[src/rtl/traffic_light_fsm_pkg.sv]
// Shared types and constants for the two-road traffic light sequencer.
package traffic_light_fsm_pkg;

  localparam int unsigned DUR_W  = 7;
  localparam int unsigned LAMP_W = 3;

  typedef enum logic [2:0] {
    ST_INIT        = 3'd0,
    ST_MAIN_GREEN  = 3'd1,
    ST_MAIN_YELLOW = 3'd2,
    ST_SEC_GREEN   = 3'd3,
    ST_SEC_YELLOW  = 3'd4
  } state_e;

  // Lamp encoding is {red, yellow, green}
  localparam logic [LAMP_W-1:0] RED    = 3'b100;
  localparam logic [LAMP_W-1:0] YELLOW = 3'b010;
  localparam logic [LAMP_W-1:0] GREEN  = 3'b001;

  typedef struct packed {
    logic [LAMP_W-1:0] main_lamp;
    logic [LAMP_W-1:0] sec_lamp;
  } lamps_t;

  function automatic lamps_t lamps_for(input state_e s);
    lamps_t l;
    l.main_lamp = RED;
    l.sec_lamp  = RED;
    case (s)
      ST_MAIN_GREEN:  l.main_lamp = GREEN;
      ST_MAIN_YELLOW: l.main_lamp = YELLOW;
      ST_SEC_GREEN:   l.sec_lamp  = GREEN;
      ST_SEC_YELLOW:  l.sec_lamp  = YELLOW;
      default: ;
    endcase
    return l;
  endfunction

  function automatic state_e next_phase(input state_e s);
    case (s)
      ST_MAIN_GREEN:  return ST_MAIN_YELLOW;
      ST_MAIN_YELLOW: return ST_SEC_GREEN;
      ST_SEC_GREEN:   return ST_SEC_YELLOW;
      ST_SEC_YELLOW:  return ST_MAIN_GREEN;
      default:        return ST_MAIN_GREEN;
    endcase
  endfunction

endpackage

[src/rtl/traffic_light_fsm_phase_timer.sv]
// Loadable down-counter holding the ticks left in the current phase.
module phase_timer
  import traffic_light_fsm_pkg::*;
#(
  parameter int unsigned MIN_TIME = 1
) (
  input  logic             clk,
  input  logic             rst_n,
  input  logic             load_i,
  input  logic [DUR_W-1:0] load_val_i,
  input  logic             en_i,
  output logic [DUR_W-1:0] remaining_o,
  output logic             term_c
);

  localparam logic [DUR_W-1:0] MIN_VAL = DUR_W'(MIN_TIME);

  logic [DUR_W-1:0] remaining_q;
  logic [DUR_W-1:0] remaining_d;
  logic [DUR_W-1:0] clamped_c;

  assign clamped_c = (load_val_i < MIN_VAL) ? MIN_VAL : load_val_i;

  // Decrement stops at 1; reaching the terminal count is the FSM's job
  always_comb begin
    remaining_d = remaining_q;
    if (load_i) begin
      remaining_d = clamped_c;
    end else if (en_i && (remaining_q > DUR_W'(1))) begin
      remaining_d = remaining_q - DUR_W'(1);
    end
  end

  always_ff @(posedge clk or negedge rst_n) begin
    if (!rst_n) begin
      remaining_q <= '0;
    end else begin
      remaining_q <= remaining_d;
    end
  end

  assign remaining_o = remaining_q;
  assign term_c      = (remaining_q == DUR_W'(1));

endmodule

[src/rtl/traffic_light_fsm.sv]
// Four-phase two-road traffic light sequencer paced by a one-second tick.
module traffic_light_fsm
  import traffic_light_fsm_pkg::*;
#(
  parameter int unsigned MIN_TIME = 1
) (
  input  logic              clk,
  input  logic              reset,
  input  logic              tick,
  input  logic              hold,
  input  logic [DUR_W-1:0]  TpvIn,
  input  logic [DUR_W-1:0]  TsvIn,
  input  logic [DUR_W-1:0]  TaIn,
  output logic [LAMP_W-1:0] mainLight,
  output logic [LAMP_W-1:0] secLight,
  output logic [DUR_W-1:0]  remaining,
  output logic              phaseDone
);

  state_e           state_q;
  state_e           state_d;
  lamps_t           lamps_q;
  lamps_t           lamps_d;
  logic             phase_done_q;
  logic             phase_done_d;
  logic             load_c;
  logic             dec_c;
  logic             term_c;
  logic             eff_tick_c;
  logic [DUR_W-1:0] load_val_c;

  assign eff_tick_c = tick & ~hold;

  // Next-state and timer control; INIT ignores tick and hold
  always_comb begin
    state_d      = state_q;
    phase_done_d = 1'b0;
    load_c       = 1'b0;
    dec_c        = 1'b0;
    case (state_q)
      ST_INIT: begin
        state_d      = ST_MAIN_GREEN;
        load_c       = 1'b1;
        phase_done_d = 1'b1;
      end
      ST_MAIN_GREEN, ST_MAIN_YELLOW, ST_SEC_GREEN, ST_SEC_YELLOW: begin
        if (eff_tick_c) begin
          if (term_c) begin
            state_d      = next_phase(state_q);
            load_c       = 1'b1;
            phase_done_d = 1'b1;
          end else begin
            dec_c = 1'b1;
          end
        end
      end
      default: begin
        state_d = ST_INIT;
      end
    endcase
  end

  // Duration is chosen by the phase being entered
  always_comb begin
    load_val_c = TaIn;
    case (state_d)
      ST_MAIN_GREEN: load_val_c = TpvIn;
      ST_SEC_GREEN:  load_val_c = TsvIn;
      default:       load_val_c = TaIn;
    endcase
  end

  assign lamps_d = lamps_for(state_d);

  always_ff @(posedge clk or negedge reset) begin
    if (!reset) begin
      state_q      <= ST_INIT;
      lamps_q      <= '{main_lamp: RED, sec_lamp: RED};
      phase_done_q <= 1'b0;
    end else begin
      state_q      <= state_d;
      lamps_q      <= lamps_d;
      phase_done_q <= phase_done_d;
    end
  end

  phase_timer #(
    .MIN_TIME (MIN_TIME)
  ) u_phase_timer (
    .clk         (clk),
    .rst_n       (reset),
    .load_i      (load_c),
    .load_val_i  (load_val_c),
    .en_i        (dec_c),
    .remaining_o (remaining),
    .term_c      (term_c)
  );

  assign mainLight = lamps_q.main_lamp;
  assign secLight  = lamps_q.sec_lamp;
  assign phaseDone = phase_done_q;

endmodule

[config.mk]
export PLATFORM = sky130hd
export DESIGN_NAME = traffic_light_fsm
export DESIGN_NICKNAME = d
export VERILOG_FILES = /design/src/rtl/traffic_light_fsm_pkg.sv /design/src/rtl/traffic_light_fsm_phase_timer.sv /design/src/rtl/traffic_light_fsm.sv
export SDC_FILE = /design/constraint.sdc
export NUM_CORES = 1
export LEC_CHECK = 0
export ABC_AREA = 1
export CORE_ASPECT_RATIO = 0.6
export CORE_MARGIN = 1
export CORE_UTILIZATION = 47
export CTS_BUF_LIST = sky130_fd_sc_hd__clkbuf_4
export CTS_CLUSTER_DIAMETER = 40
export CTS_CLUSTER_SIZE = 16
export DETAILED_ROUTE_END_ITERATION = 8
export PLACE_DENSITY = 0.81
export SLEW_MARGIN = 10
export SYNTH_ARGS = -nofsm -noshare
export SYNTH_HDL_FRONTEND = slang
export SYNTH_SLANG_ARGS = --single-unit
[constraint.sdc]
create_clock -name clk -period 2.2 [get_ports clk]
set_input_delay 0.33 -clock clk [delete_from_list [all_inputs] [get_ports clk]]
set_output_delay 0.33 -clock clk [all_outputs]
set_load 0.02 [all_outputs]
==> flow_metrics.py, run 1 <==
metrics = {
    "timing": {
        "rsz0062_at_grt": "false",
        "setup_tns_ps": 0,
        "final-setup-viol-count": 0,
        "hold_viol": 0,
        "layout_min_cycle_time_ps": 2055,
        "slew_headroom": 0.7885,
        "max_freq_ghz": 0.4867,
        "drv_slew": 0,
        "fin_skew_ps": 1.184,
        "fin_ws_ps": 145.3,
        "tightestPinTransition_ps": 314.9,
        "min_period_over_period": 0.9340,
    },
    "clock_network": {
        "worstSkewPairLatency_ps": 300,
        "cts_buffers": 3,
        "cts_setup_buffers": 0,
        "cts_sinks": 17,
        "cts.htree.levels": 1,
        "clkTransAtPathRegs_ps": 100,
        "cts_tree": "built",
        "cts-root-buf": "clkbuf_4",
        "cts_buffer_depth": 2,
    },
    "detailed_routing": {
        "drt-pass1-iter-count": 4,
        "routedWlPerCell_um": 12.52,
        "num_vias": 1163,
        "routed_wl_um": 2918,
        "antenna_left": 0,
        "drc": 0,
        "via_per_inst": 4.991,
        "drtIter0Drc": 39,
    },
    "grt": {
        "grtUsageTotal": 0.2316,
        "grt_antenna_before_repair": 0,
        "grt_first_pass_wirelength_um": 4726,
        "grt-ovfl-total": 0,
        "grt_max_degree": 18,
        "grt_pass1_vias": 1083,
    },
    "setup_path": {
        "crit_buf_inv": 3,
        "cp_cell_sequence": "inv_2 -> ha_2 -> inv_1 -> nor2_1 -> nand3_2 -> nor2_4 -> nor2_1 -> nor2_4 -> inv_4 -> nor2_4 -> nand2_2 -> nand3_2 -> nor2_1 -> nand2_1 -> nand2_1 -> nand2_1 -> nand2_1",
        "max_stage_delay_ps": 430,
        "cp_common_cell": "nand2_1",
        "critPathLaunchType": "flop",
        "crit_type": "reg2reg",
        "cp.required_ps": 2410,
        "crit_path_end_kind": "flop",
        "reg2reg_slack_ps": 150,
        "crit_slowest_cell": "dfrtp_1",
        "crit_family": "simple AND/OR/NAND/NOR gates",
        "cp_max_fo": 6,
        "cp.arrival_ps": 2260,
    },
    "floorplan": {
        "placeableCoreArea_um2": 2522,
        "floorplan.rows": 14,
        "dieArea_um2": 2882,
        "start_util": 0.4965,
        "die_w_um": 68.65,
        "io_pins": 39,
        "chipHeight_um": 41.99,
    },
    "layout": {
        "diodes": 0,
        "fin_util": 0.6855,
        "drive_gt1_frac": 0.2338,
        "area_growth_pct": 38.06,
        "fin_nets": 229,
    },
    "synthesis": {
        "synth_area_leaders": "dfrtp_1, nand2_1, nor2_4, inv_1, nor2_1",
        "synth_cells": 156,
        "ys_ff_latch": 17,
        "yosysTopAreaCell": "dfrtp_1",
        "syn_area_per_cell_um2": 8.029,
        "syn_area_um2": 1252,
        "synth-edff-count": 0,
        "synth_cell_type_count": 33,
        "synth_top_area_share": 0.2997,
        "yosysWarningCount": 0,
        "synth_flop_cell": "dfrtp_1",
        "syn_nets": 183,
        "synthArstFlopShare": 1.000,
        "seq_area_frac_synth": 0.3417,
    },
    "power_and_ir_drop": {
        "p_per_area_nw_per_um2": 1083,
        "total_power_mw": 1.873,
        "ir_drop_mv": 0.5976,
        "power_switching_share": 0.4616,
        "clkPwrFrac": 0.101,
        "p_seq_frac": 0.296,
        "switching_power_mw": 0.8644,
        "p_int_mw": 1.008,
        "combPwrFrac": 0.603,
        "p_leak_nw": 0.7962,
    },
    "job": {
        "maxCapViolations": 0,
    },
    "place": {
        "post-place-ws_ps": 15.05,
        "hpwl_um": 2402,
        "place_congestion": 0.8320,
        "port_buffers": 38,
    },
    "run_status": {
        "outcome": "finished, final reports clean",
    },
    "min_path": {
        "hold_class": "in2async",
    },
}
flip-flops by register name (all words and copies together) (netlist names):
| signal | count |
|---|---|
| secLight | 3 |
| mainLight | 3 |
| u_phase_timer.remaining_o | 7 |
| phaseDone | 1 |
| state_q | 3 |
final timing paths:
kind | start | endpoint | cells after the start
max | u_phase_timer.remaining_o[1] | u_phase_timer.remaining_o[0] | 17
min | reset | state_q[2] | 2
max reg2reg | u_phase_timer.remaining_o[1] | u_phase_timer.remaining_o[0] | 17
min reg2reg | u_phase_timer.remaining_o[1] | u_phase_timer.remaining_o[1] | 2
max in group asynchronous | reset | mainLight[2] | 2
min in group clk | u_phase_timer.remaining_o[1] | u_phase_timer.remaining_o[1] | 2
through the flow:
stage | hold WS [ps] | cells | area [um2]
after detailed placement | 548.4 | 229 | 1692
after global routing | 370.4 | 233 | 1729
final | 348.0 | 233 | 1729
after floorplan | 34.41 | 156 | 1252
after global placement | 563.2 | 229 | 1692
after CTS | 341.5 | 233 | 1722
cell families after synthesis:
| family | synth area share |
|---|---|
| fa+ha+maj | 0.01998 |
| compound gates | 0.07993 |
| xor+xnor | 0.03496 |
| flops | 0.3417 |
| simple gates | 0.4436 |
| buf+inv | 0.07992 |
power groups by stage:
stage,sequential (mW),clock [mW],combinational (mW)
finish,0.554,0.190,1.13
global route,0.571,0.205,1.24
CTS,0.551,0.196,1.13
detailed placement,0.556,0,1.12
global placement,0.554,0,1.11
floorplan,0.652,0,0.644
worst register-to-register path, stage by stage (launching register included):
cell and delay (ps):
dfrtp_1 430, inv_2 80, ha_2 180, inv_1 40, nor2_1 100, nand3_2 100
nor2_4 160, nor2_1 80, nor2_4 200, inv_4 60, nor2_4 130, nand2_2 70
nand3_2 80, nor2_1 60, nand2_1 60, nand2_1 40, nand2_1 50, nand2_1 40
layout by cell type, fill, tap and decap left out, types with 2 or more instances in the layout:
cell and n:
a21oi_1 2, buf_4 4, clkbuf_4 4, clkdlybuf4s50_1 38
dfrtp_1 15, dfstp_2 2, inv_1 17, inv_2 5
nand2_1 36, nand2_2 4, nand2_4 5, nand3_1 6
nand3_2 4, nor2_1 16, nor2_2 2, nor2_4 9
nor3_1 2, o21ai_0 3, o21ai_1 2, o221ai_1 3
or2_0 2, or2_1 2, xor2_1 5
final cells by class:
class / count / area (um2)
tap: 32 / 40.04
clock buffer: 4 / 30.03
multi-input combinational: 115 / 732.0
sequential: 17 / 427.9
timing repair buffer: 42 / 410.4
inverter: 23 / 88.84
fill: 201 / 793.3
cells in the mapped netlist, types with 3 or more instances:
| library cell | n |
|---|---|
| dfrtp_1 | 15 |
| inv_1 | 18 |
| inv_2 | 4 |
| nand2_1 | 36 |
| nand2_2 | 4 |
| nand2_4 | 5 |
| nand3_1 | 7 |
| nand3_2 | 3 |
| nor2_1 | 16 |
| nor2_4 | 9 |
| o21ai_0 | 3 |
| o221ai_1 | 3 |
| xor2_1 | 5 |
what timing repair did:
action | in CTS | in global routing
gates resized for setup | 0 | 3
hold buffers | 0 | 0
endpoints found under the setup margin | 0 | 1
metal layers:
metal / part of all wire / wire length, um / vias up / global-route usage
met1: 0.46 / 1339 / 534 / 0.3188
met2: 0.46 / 1342 / 46 / 0.3490
met3: 0.075 / 218 / 4 / 0.07880
li1: - / - / 579 / -
met4: 0.0062 / 18 / 0 / 0.05417
met5: 0 / 0 / - / 0
No activity file was read; power rests on OpenSTA's default activity.
==> run 2: changes to the inputs <==
--- a/config.mk
+++ b/config.mk
@@ -8,12 +8,12 @@
 export ABC_AREA = 1
 export CORE_ASPECT_RATIO = 0.6
 export CORE_MARGIN = 1
-export CORE_UTILIZATION = 47
+export CORE_UTILIZATION = 43
 export CTS_BUF_LIST = sky130_fd_sc_hd__clkbuf_4
 export CTS_CLUSTER_DIAMETER = 40
 export CTS_CLUSTER_SIZE = 16
 export DETAILED_ROUTE_END_ITERATION = 8
-export PLACE_DENSITY = 0.81
+export PLACE_DENSITY = 0.78
 export SLEW_MARGIN = 10
 export SYNTH_ARGS = -nofsm -noshare
 export SYNTH_HDL_FRONTEND = slang
==> constraint.sdc (replaced) <==
create_clock -name clk -period 1.7 [get_ports clk]
set_input_delay 0.255 -clock clk [delete_from_list [all_inputs] [get_ports clk]]
set_output_delay 0.255 -clock clk [all_outputs]
set_load 0.02 [all_outputs]
==> run 2 against run 1 <==
Effect of this change: the run now ends with negative setup slack left; sequential cell count unchanged; fmax increased by 1.6%; via count increased by 15%; register-to-register slack got worse by 470 ps; sequential power increased by 22%; setup slack got worse by 470 ps; clock power increased by 34%; critical path depth decreased by 1; utilization increased by 11 points; final cell count increased by 16%; count of clock-buffer cells in the layout unchanged.
==> flow_metrics.py, run 2 (same netlist as run 1, synthesis figures left out) <==
metrics = {
    "layout": {
        "final_cell_area_um2": 2085,
        "multi_input_area_um2": 780.7,
        "area_growth_pct": 66.43,
        "diodes": 0,
        "largest_register_ffs": 7,
        "finalNonFillerCells": 271,
        "layout_common_cells": "buf_4, nand2_1, clkdlybuf4s50_1",
        "final_common_cell": "buf_4",
        "fillers": 179,
        "regArea_um2": 430.4,
        "fin_nets": 267,
        "drive_gt1_frac": 0.3933,
    },
    "place": {
        "hpwl_um": 2712,
        "post_dp_cell_area_um2": 1912,
        "dp_cells": 256,
        "port_buffers": 38,
        "place_congestion": 0.8106,
    },
    "grt": {
        "grt_max_degree": 11,
        "grt_pass1_vias": 1337,
        "grtUsageTotal": 0.2485,
        "grt_antenna_before_repair": 0,
        "grt_first_pass_wirelength_um": 5851,
        "grt-ovfl-total": 0,
    },
    "timing": {
        "slew_headroom": 0.7150,
        "fin_ws_ps": -323.3,
        "final-setup-viol-count": 10,
        "hold_viol": 0,
        "min_period_over_period": 1.190,
        "max_freq_ghz": 0.4943,
        "drv_slew": 0,
        "tightestPinTransition_ps": 426.2,
        "fin_skew_ps": 7.772,
        "setup_tns_ps": -2109,
        "rsz0062_at_grt": "true",
        "layout_min_cycle_time_ps": 2023,
    },
    "setup_path": {
        "cp.required_ps": 1950,
        "critPathLaunchType": "flop",
        "cp_max_fo": 5,
        "cp.arrival_ps": 2270,
        "crit_type": "reg2reg",
        "crit_path_end_kind": "flop",
    },
    "run_status": {
        "outcome": "finished, violations left",
        "violations": "negative setup slack",
    },
    "floorplan": {
        "placeableCoreArea_um2": 2628,
        "dieArea_um2": 3140,
        "floorplan.rows": 14,
        "chipHeight_um": 43.81,
        "die_w_um": 71.68,
        "io_pins": 39,
        "start_util": 0.4767,
    },
    "detailed_routing": {
        "drt-pass1-iter-count": 4,
        "routedWlPerCell_um": 13.65,
        "drtIter0Drc": 56,
        "via_per_inst": 4.930,
        "routed_wl_um": 3700,
        "antenna_left": 0,
        "num_vias": 1336,
        "drc": 0,
    },
    "clock_network": {
        "clkTransAtPathRegs_ps": 110,
        "cts_tree": "built",
        "cts-root-buf": "clkbuf_4",
        "worstSkewPairLatency_ps": 320,
        "cts_buffer_depth": 2,
        "cts.htree.levels": 1,
        "hold_buffers": 0,
        "cts_buffers": 3,
        "cts_sinks": 17,
    },
    "min_path": {
        "hold_class": "in2async",
    },
    "power_and_ir_drop": {
        "p_per_area_nw_per_um2": 1463,
        "p_leak_nw": 1.043,
        "ir_drop_mv": 0.8825,
    },
    "job": {
        "maxCapViolations": 0,
    },
}
-- run 2: layout make-up --
type                            instances  area share
Multi-Input combinational cell        115      0.3745
Timing Repair Buffer                   80      0.3427
Sequential cell                        17      0.2065
Inverter                               23     0.04262
Tap cell                               32     0.01921
Clock buffer                            4     0.01441
-- run 2: worst max-delay path: stages, from the launching register on --
cell and delay, ps:
dfrtp_2 420, inv_2 70, ha_4 150, inv_2 30
nor2_2 70, nand3_2 80, nor2_4 190, nor2_4 50
nor2_4 180, buf_6 130, nand3_1 70, nand2_1 70
nand2_1 70, buf_4 140, nand2_1 60, o21ai_1 60
o21ai_1 120
-- run 2: power by group --
group | total (mW) | internal, mW | switching [mW]
clock network | 0.255 | 0.108 | 0.147
logic | 2.12 | 1.06 | 1.06
registers | 0.677 | 0.566 | 0.111
-- run 2: metal layers --
layer	vias up	part of all wire	global-route usage
li1	656	-	-
met1	631	0.44	0.3112
met2	44	0.48	0.4170
met3	5	0.070	0.07674
met4	0	0.0095	0.07843
met5	-	0	0
-- run 2: path summary, 6_finish.rpt --
path                                         startpoint                            to  slack [ps]  cells after the start
min in group clk           u_phase_timer.remaining_o[1]  u_phase_timer.remaining_o[1]         630                      3
max in group asynchronous                         reset  u_phase_timer.remaining_o[0]         950                      2
hold / removal                                    reset                  mainLight[1]         230                      1
setup reg to reg           u_phase_timer.remaining_o[1]  u_phase_timer.remaining_o[2]        -320                     16
setup / recovery           u_phase_timer.remaining_o[1]  u_phase_timer.remaining_o[2]        -320                     16
hold reg to reg            u_phase_timer.remaining_o[1]  u_phase_timer.remaining_o[1]         630                      3
-- run 2: metrics by stage --
step | setup WS [ps] | util | power, mW | hold slack (ps)
6_report | -323.3 | 0.7933 | 3.049 | 229.4
4_1_cts | -257.8 | 0.7714 | 2.955 | 254.7
3_5_place_dp | -460.7 | 0.7276 | 2.545 | 595.9
3_3_place_gp | -376.9 | 0.7276 | 2.506 | 573.0
2_1_floorplan | -163.0 | - | 1.710 | -40.59
5_1_grt | -446.7 | 0.7933 | 3.246 | 245.2
-- run 2: repair_timing --
item | CTS | global route
gates resized for setup | 14 | 8
endpoints found under the setup margin | 14 | 14
pin swaps | 14 | 11
buffers inserted | 8 | 4
endpoints found under the hold margin | 0 | 0
==> run 3: changes to the inputs <==
--- a/config.mk
+++ b/config.mk
@@ -8,12 +8,12 @@
 export ABC_AREA = 1
 export CORE_ASPECT_RATIO = 0.6
 export CORE_MARGIN = 1
-export CORE_UTILIZATION = 43
+export CORE_UTILIZATION = 47
 export CTS_BUF_LIST = sky130_fd_sc_hd__clkbuf_4
 export CTS_CLUSTER_DIAMETER = 40
 export CTS_CLUSTER_SIZE = 16
 export DETAILED_ROUTE_END_ITERATION = 8
-export PLACE_DENSITY = 0.78
+export PLACE_DENSITY_LB_ADDON = 0.1
 export SLEW_MARGIN = 10
 export SYNTH_ARGS = -nofsm -noshare
 export SYNTH_HDL_FRONTEND = slang
==> constraint.sdc (replaced) <==
create_clock -name clk -period 2.4 [get_ports clk]
set_input_delay 0.36 -clock clk [delete_from_list [all_inputs] [get_ports clk]]
set_output_delay 0.36 -clock clk [all_outputs]
set_load 0.02 [all_outputs]
==> run 3 against run 2 <==
Effect of this change: the flow now finishes without violations; clock skew barely moved; count of clock-buffer cells in the layout stayed put; first-iteration DRC count increased by 5.4%; final cell count down 15%; highest routed layer unchanged.
==> flow_metrics.py, run 3 (same netlist as run 1, synthesis figures left out) <==
metrics = {
    "timing": {
        "fin_skew_ps": 8.212,
        "layout_min_cycle_time_ps": 2136,
        "rsz0062_at_grt": "false",
        "slew_headroom": 0.7741,
        "holdWs_ps": 368.3,
        "max_freq_ghz": 0.4682,
        "final-setup-viol-count": 0,
        "fin_ws_ps": 264.1,
        "drv_slew": 0,
        "setup_tns_ps": 0,
        "tightestPinTransition_ps": 336.2,
        "min_period_over_period": 0.8900,
        "hold_viol": 0,
    },
    "detailed_routing": {
        "drt-pass1-iter-count": 5,
        "antenna_left": 0,
        "via_per_inst": 5.074,
        "drtIter0Drc": 59,
        "routedWlPerCell_um": 13.13,
        "num_vias": 1172,
        "routed_wl_um": 3032,
        "drc": 0,
    },
    "power_and_ir_drop": {
        "p_leak_nw": 0.7835,
        "combPwrFrac": 0.605,
        "p_seq_frac": 0.294,
        "power_switching_share": 0.4679,
        "switching_power_mw": 0.8023,
        "clkPwrFrac": 0.101,
        "p_int_mw": 0.9123,
        "total_power_mw": 1.715,
        "p_per_area_nw_per_um2": 1005,
        "ir_drop_mv": 0.5308,
    },
    "clock_network": {
        "worstSkewPairLatency_ps": 300,
        "cts_setup_buffers": 0,
        "cts_tree": "built",
        "cts_resized": 0,
        "clkTransAtPathRegs_ps": 100,
        "cts_buffers": 3,
        "cts-root-buf": "clkbuf_4",
        "cts_buffer_depth": 2,
        "hold_buffers": 0,
        "cts.htree.levels": 1,
        "cts_sinks": 17,
    },
    "floorplan": {
        "dieArea_um2": 2882,
        "floorplan.rows": 14,
        "die_w_um": 68.65,
        "io_pins": 39,
        "chipHeight_um": 41.99,
        "placeableCoreArea_um2": 2522,
        "start_util": 0.4965,
    },
    "layout": {
        "diodes": 0,
        "area_growth_pct": 36.26,
        "multi_input_area_um2": 724.4,
        "final_cell_area_um2": 1707,
        "fin_nets": 227,
        "drive_gt1_frac": 0.2111,
        "regArea_um2": 427.9,
        "fillers": 205,
        "layout_common_cells": "clkdlybuf4s50_1, nand2_1, inv_1",
        "final_common_cell": "clkdlybuf4s50_1",
        "largest_register_ffs": 7,
    },
    "setup_path": {
        "crit_path_end_kind": "flop",
        "critPathLaunchType": "flop",
        "cp_max_fo": 6,
        "reg2reg_slack_ps": 260,
        "max_stage_delay_ps": 420,
        "crit_slowest_cell": "dfrtp_1",
        "cp_cell_sequence": "inv_1 -> ha_1 -> inv_1 -> nor2_1 -> nand3_2 -> nor2_4 -> nor2_1 -> nor2_4 -> inv_4 -> nor2_4 -> nand2_2 -> nand3_1 -> nor2_1 -> nand2_1 -> nand2_1 -> nand2_1 -> nand2_1",
        "crit_type": "reg2reg",
        "cp_common_cell": "nand2_1",
        "cp.arrival_ps": 2340,
        "cp.required_ps": 2600,
    },
    "grt": {
        "grt_first_pass_wirelength_um": 4974,
        "grtUsageTotal": 0.2430,
        "grt_pass1_vias": 1121,
        "grt_antenna_before_repair": 0,
        "grt-ovfl-total": 0,
        "grt_max_degree": 18,
    },
    "place": {
        "post-place-ws_ps": 81.87,
        "hpwl_um": 2484,
        "place_congestion": 0.8914,
        "post_dp_cell_area_um2": 1677,
        "port_buffers": 38,
    },
    "job": {
        "maxCapViolations": 0,
    },
    "min_path": {
        "hold_class": "in2async",
    },
    "run_status": {
        "outcome": "finished, final reports clean",
    },
}
[run 3: cell count changes in the layout (fill, tap and decap cells not counted), sizes merged]
cell,before,now
buf,42,2
clkdlybuf4s50,29,38
dlygate4sd2,5,0
dlymetal6s2s,4,0
[run 3: worst paths after layout]
check,startpoint,to,depth (start not counted)
min reg2reg,u_phase_timer.remaining_o[1],u_phase_timer.remaining_o[1],2
max reg2reg,u_phase_timer.remaining_o[1],u_phase_timer.remaining_o[0],17
min in group clk,u_phase_timer.remaining_o[1],u_phase_timer.remaining_o[1],2
min,reset,phaseDone,2
max in group asynchronous,reset,mainLight[2],2
max,u_phase_timer.remaining_o[1],u_phase_timer.remaining_o[0],17
[run 3: cell type report]
cell class / count / area share
Clock buffer: 4 / 0.01760
Tap cell: 32 / 0.02346
Multi-Input combinational cell: 115 / 0.4245
Inverter: 23 / 0.05205
Timing Repair Buffer: 40 / 0.2317
Sequential cell: 17 / 0.2507
[run 3: critical path, delay by kind of cell (launching register included)]
kind	cells	cell delay, ps
simple gates	13	1200
fa+ha+maj	1	200
flops	1	420
buf+inv	3	210
[run 3: per-layer routing]
| metal | wire length [um] | global-route usage | part of all wire |
|---|---|---|---|
| met5 | 0 | 0 | 0 |
| met3 | 178 | 0.08152 | 0.059 |
| met1 | 1399 | 0.3264 | 0.46 |
| met2 | 1407 | 0.3569 | 0.46 |
| met4 | 47 | 0.09583 | 0.016 |
[run 3: stage by stage]
step,cells,util
after floorplan,156,-
after global placement,227,0.6647
after detailed placement,227,0.6647
after CTS,231,0.6766
after global routing,231,0.6766
final,231,0.6766
[run 3: power groups by stage]
stage                     Combinational, mW  Sequential [mW]  Clock, mW
after floorplan                       0.590            0.597          0
after global placement                 1.00            0.505          0
after detailed placement               1.03            0.511          0
after CTS                              1.04            0.505      0.183
after global routing                   1.13            0.523      0.192
final                                  1.04            0.504      0.173
